## src/rtl/sbox_fill.sv

```systemverilog
// S-array initialiser: fills a 2**ADDR_W x DATA_W synchronous RAM with an identity, reversed or constant pattern.
// Optional read-back verify pass is compiled in with `define SBOX_FILL_VERIFY_EN.
module sbox_fill #(
    parameter int ADDR_W = 8,
    parameter int DATA_W = 8
) (
    input  logic              clk,
    input  logic              rst_n,
    input  logic              en,
    output logic              rdy,
    input  logic [1:0]        mode,
    input  logic [DATA_W-1:0] fill_val,
    output logic [ADDR_W-1:0] addr,
    output logic [DATA_W-1:0] wrdata,
    output logic              wren,
    input  logic [DATA_W-1:0] rddata,
    output logic              err
);

    localparam int MAX_W = (ADDR_W > DATA_W) ? ADDR_W : DATA_W;
    localparam logic [1:0] MODE_REV   = 2'b01;
    localparam logic [1:0] MODE_CONST = 2'b10;
    localparam logic [ADDR_W:0] LAST_IDX = {1'b0, {ADDR_W{1'b1}}};
`ifdef SBOX_FILL_VERIFY_EN
    localparam logic [ADDR_W:0] END_IDX = {1'b1, {ADDR_W{1'b0}}};
`endif

    typedef enum logic [1:0] {
        ST_IDLE,
        ST_FILL
`ifdef SBOX_FILL_VERIFY_EN
        , ST_VERIFY
`endif
    } state_t;

    state_t              state_q, state_d;
    logic [ADDR_W:0]     cnt_q, cnt_d;
    logic [1:0]          mode_q, mode_d;
    logic [DATA_W-1:0]   fill_q, fill_d;
    logic [DATA_W-1:0]   wrdata_q, wrdata_d;
    logic                wren_q, wren_d;
    logic                rdy_q, rdy_d;
`ifdef SBOX_FILL_VERIFY_EN
    logic                err_q, err_d;
    logic [ADDR_W-1:0]   chk_addr;
`else
    logic                unused_rddata;
`endif

    // Address is zero-extended or truncated to the word width; reversed is DEPTH-1-a == ~a.
    function automatic logic [DATA_W-1:0] pattern(
        input logic [1:0]        m,
        input logic [DATA_W-1:0] fv,
        input logic [ADDR_W-1:0] a
    );
        logic [MAX_W-1:0]  ext;
        logic [ADDR_W-1:0] src;
        ext = '0;
        if (m == MODE_CONST) begin
            ext[DATA_W-1:0] = fv;
        end else begin
            src = (m == MODE_REV) ? ~a : a;
            ext[ADDR_W-1:0] = src;
        end
        return ext[DATA_W-1:0];
    endfunction

    always_ff @(posedge clk or negedge rst_n) begin
        if (!rst_n) begin
            state_q  <= ST_IDLE;
            cnt_q    <= '0;
            mode_q   <= '0;
            fill_q   <= '0;
            wrdata_q <= '0;
            wren_q   <= 1'b0;
            rdy_q    <= 1'b1;
`ifdef SBOX_FILL_VERIFY_EN
            err_q    <= 1'b0;
`endif
        end else begin
            state_q  <= state_d;
            cnt_q    <= cnt_d;
            mode_q   <= mode_d;
            fill_q   <= fill_d;
            wrdata_q <= wrdata_d;
            wren_q   <= wren_d;
            rdy_q    <= rdy_d;
`ifdef SBOX_FILL_VERIFY_EN
            err_q    <= err_d;
`endif
        end
    end

    always_comb begin
        state_d  = state_q;
        cnt_d    = cnt_q;
        mode_d   = mode_q;
        fill_d   = fill_q;
        wrdata_d = wrdata_q;
        wren_d   = wren_q;
        rdy_d    = rdy_q;
`ifdef SBOX_FILL_VERIFY_EN
        err_d    = err_q;
        chk_addr = cnt_q[ADDR_W-1:0] - ADDR_W'(1);
`endif
        case (state_q)
            ST_IDLE: begin
                if (en) begin
                    state_d  = ST_FILL;
                    cnt_d    = '0;
                    mode_d   = mode;
                    fill_d   = fill_val;
                    wrdata_d = pattern(mode, fill_val, '0);
                    wren_d   = 1'b1;
                    rdy_d    = 1'b0;
`ifdef SBOX_FILL_VERIFY_EN
                    err_d    = 1'b0;
`endif
                end
            end
            ST_FILL: begin
                if (cnt_q == LAST_IDX) begin
                    cnt_d    = '0;
                    wren_d   = 1'b0;
                    wrdata_d = '0;
`ifdef SBOX_FILL_VERIFY_EN
                    state_d  = ST_VERIFY;
`else
                    state_d  = ST_IDLE;
                    rdy_d    = 1'b1;
`endif
                end else begin
                    cnt_d    = cnt_q + (ADDR_W+1)'(1);
                    wrdata_d = pattern(mode_q, fill_q, cnt_d[ADDR_W-1:0]);
                end
            end
`ifdef SBOX_FILL_VERIFY_EN
            // rddata seen at count c belongs to the address presented at c-1; the extra count drains the last read.
            ST_VERIFY: begin
                if ((cnt_q != '0) && (rddata != pattern(mode_q, fill_q, chk_addr))) begin
                    err_d = 1'b1;
                end
                if (cnt_q == END_IDX) begin
                    state_d = ST_IDLE;
                    cnt_d   = '0;
                    rdy_d   = 1'b1;
                end else begin
                    cnt_d = cnt_q + (ADDR_W+1)'(1);
                end
            end
`endif
            default: begin
                state_d = ST_IDLE;
                cnt_d   = '0;
                wren_d  = 1'b0;
                rdy_d   = 1'b1;
            end
        endcase
    end

    assign addr   = cnt_q[ADDR_W-1:0];
    assign wrdata = wrdata_q;
    assign wren   = wren_q;
    assign rdy    = rdy_q;
`ifdef SBOX_FILL_VERIFY_EN
    assign err    = err_q;
`else
    assign unused_rddata = ^rddata;
    assign err    = 1'b0;
`endif

endmodule

```

## config.mk

```make
export PLATFORM = sky130hd
export DESIGN_NAME = sbox_fill
export DESIGN_NICKNAME = d
export VERILOG_FILES = /design/src/rtl/sbox_fill.sv
export SDC_FILE = /design/constraint.sdc
export NUM_CORES = 1
export LEC_CHECK = 0
export ABC_AREA = 1
export CORE_UTILIZATION = 40
export CTS_BUF_LIST = sky130_fd_sc_hd__clkbuf_2
export CTS_CLUSTER_DIAMETER = 120
export DETAILED_ROUTE_END_ITERATION = 16
export HOLD_SLACK_MARGIN = 0.08
export PLACE_DENSITY = 0.73
export SLEW_MARGIN = 0
export SYNTH_ARGS = -nofsm -noshare
export SYNTH_HDL_FRONTEND = slang
export SYNTH_SLANG_ARGS = --single-unit
```

## constraint.sdc

```tcl
create_clock -name clk -period 4.7 [get_ports clk]
set_clock_uncertainty 0.2 [all_clocks]
set_input_delay 1.175 -clock clk [delete_from_list [all_inputs] [get_ports clk]]
set_output_delay 1.175 -clock clk [all_outputs]
set_load 0.1 [all_outputs]
```

==> reports/summary.md <==
## Status
* finished clean — run status

## Timing
* 0.296 ns — worst-case hold slack
* 1.23 ns — smallest setup slack after layout
* 0 — Setup violations, final
* false — RSZ-0062 raised after global routing
* 0 — final-report hold violation count
* 0.339 — worst relative slew slack
* 0.288 GHz — fmax
* 0 ns — setup TNS
* 0 — number of max-slew violations in the final report
* 0.988 ns — slew at the pin closest to its max-slew limit
* 0.738 — share of the clock period used by the worst path
* 3.47 ns — post-layout min period

## Detailed routing
* 0 — DRC violation count after routing
* 4 — First-pass DRT Iterations
* 12.3 um — wire per inst
* 4.77 — number of vias per cell after detailed routing
* 3.42 mm — total detailed-routing wirelength
* 1332 — vias after detailed routing
* 0 — antenna-violating nets left
* 96 — violation count after the first detailed-route iteration

## Setup path
* 2.69 ns — setup slack of the worst register-to-register path
* 3.32 ns — critical path required time
* cnt_q[4] — endpoint of the worst register-to-register path
* buffers and inverters — Top delay family on crit path
* primary output — capturing element type of the critical path
* sky130_fd_sc_hd__clkdlybuf4s50_1 — highest-delay cell along the critical path
* 1.19 ns — maximum single-stage delay on the critical path
* 1 — total stage count of the critical path
* 6 — Max FO, Critical Path
* clkdlybuf4s50_1 — sequence of cells on the critical path
* 3 — cell count of the worst reg-to-reg path
* 1 — number of buffers and inverters on the critical path
* flip-flop to primary output — Critical Setup Path Class
* wren — launch instance of the worst register-to-register path
* flip-flop — kind of start point of the critical path
* 2.10 ns — Arrival @ worst endpoint

## Power
* 0.916 nW — static leakage
* 1.36 mW — overall power after layout
* 0.348 mV — Max IR drop VDD
* 723 mW/mm^2 — total power density per cell area

## Worst hold path
* flip-flop to flip-flop — type of the worst min-delay path
* fill_q[3] — hold wc startpoint
* 2 — hold path cells
* fill_q[3] — endpoint of the worst hold path

## Global routing
* 0 — antenna violations before repair
* 0 — remaining global-route overflow
* 5.64 mm — first-pass GRT wire length
* 30 — maximum number of pins on one net before global-route repair
* 0.183 — GR Util All Layers
* 1235 — number of global-route vias before repair

## Finish
* 0.507 — utilization of the core after routing
* 19.5% — Area Overhead vs Synth
* 253 — net count of the finished layout
* 69 x sky130_fd_sc_hd__nand2_1, 30 x sky130_fd_sc_hd__clkdlybuf4s50_1, 28 x sky130_fd_sc_hd__dfrtp_1 — top library cells by usage in the layout, fill and taps aside
* 279 — number of standard cells in the layout, taps in and fillers out
* 0 — number of antenna cells inserted
* 0.00189 mm^2 — Design Area, Final
* 0.0563 — share of cells above drive strength 1
* sky130_fd_sc_hd__nand2_1 — most common cell after layout, fill and taps aside

## Floorplan
* 0.00420 mm^2 — total die area
* 0.425 — starting density of the core
* 22 — std cell rows
* 64.8 um — Die W
* 40 — I/O pin cnt
* 64.8 um — chip height
* 0.00372 mm^2 — standard cell core area

## Placed design
* 0.775 — RePlAce Congestion
* 1.58 ns — worst-case setup slack after placement
* 0.00185 mm^2 — placed inst area
* 30 — count of input and output buffers
* 272 — cell count after placement
* 2.40 mm — placed wire-length estimate

## Logic synthesis
* 206 — Mapped Cells
* 25 — Cell variety after synth
* 0 — warning count from the yosys run
* 0.461 — proportion of synthesized chip area in sequential cells
* 29 — Yosys reg bits
* 7.66 um^2 — average size of a mapped cell
* 0.00158 mm^2 — Post-Synthesis Cell Area
* 228 — net count after synthesis

## Clocking
* 2 — H-tree lvl count
* sky130_fd_sc_hd__clkbuf_2 — cell at the root of the clock tree
* 5 — total CTS buffers
* 0 — number of resized instances in the post-cts repair step
* 0.37 ns — clock latency reported for the late side of the worst-skew pair
* 0 — hold-fix buffer count after cts
* yes — clock tree from TritonCTS
* 2 — Max Root-Sink Buffers
* 0 — buffers inserted during post-CTS setup optimization
* 0.14 ns — Clk pin slew, worst setup/hold paths
* 29 — TritonCTS sink count

## Run
* 0 — Max Cap Violations

cells by family after synthesis:
| logic type | after synthesis | synth area share |
|---|---|---|
| buffers and inverters | 38 | 0.119 |
| adder cells (fa/ha/maj) | 1 | 0.00793 |
| flip-flops | 29 | 0.461 |
| AND/OR/NAND/NOR | 100 | 0.266 |
| XOR/XNOR | 3 | 0.0167 |
| other | 1 | 0.00238 |
| AO/OA/AOI/OAI | 34 | 0.127 |
Yosys cell counts, drive strengths merged:
library cell	instances	area share
nand3	11	0.035
buf	13	0.059
dfstp	1	0.017
a21o	1	0.0048
a22oi	3	0.014
o21bai	1	0.0048
o211ai	3	0.014
dfrtp	28	0.44
o21ai	17	0.054
a31oi	4	0.016
xor2	2	0.011
nand2	71	0.17
conb	1	0.0024
xnor2	1	0.0056
nor2	16	0.048
ha	1	0.0079
inv	25	0.059
a21oi	1	0.0032
o22ai	4	0.016
nand4	2	0.012
worst max-delay path by stage:
stage	slack (ns)	to	startpoint
floorplan	2.32	wren	wren
global placement	1.64	cnt_q[7]	en
detailed placement	1.58	cnt_q[4]	en
CTS	1.21	wren	wren
global route	1.18	wren	wren
finish	1.23	wren	wren
area by class of cell:
class / count / area [um^2]
clock buffer: 6 / 30.0
clock inverter: 1 / 3.75
fill: 384 / 1830
inverter: 25 / 93.8
multi-input combinational: 139 / 663
sequential: 29 / 727
tap: 48 / 60.1
timing repair buffer: 31 / 308
worst min-delay path, cell delays in order, from the launching register on:
cell and delay, ns:
sky130_fd_sc_hd__dfrtp_1 0.38, sky130_fd_sc_hd__nand2_1 0.05, sky130_fd_sc_hd__nand2_1 0.05
power breakdown:
part / internal, mW / switching, mW
Sequential: 0.339 / 0.0689
Combinational: 0.201 / 0.632
Clock: 0.0347 / 0.0883
Total: 0.575 / 0.789
per-layer routing:
metal / vias to the layer above / global-route usage / part of all wire
li1: 701 / - / -
met2: 32 / 0.290 / 0.45
met3: 5 / 0.0423 / 0.049
met1: 594 / 0.235 / 0.48
met4: 0 / 0.0833 / 0.013
met5: - / 0 / 0
state kept, by name, summed over array words and instances (netlist names):
| signal | cells |
|---|---|
| mode_q | 2 |
| wrdata | 8 |
| rdy | 1 |
| wren | 1 |
| cnt_q | 9 |
| fill_q | 8 |
No activity file was read; power rests on OpenSTA's default activity.
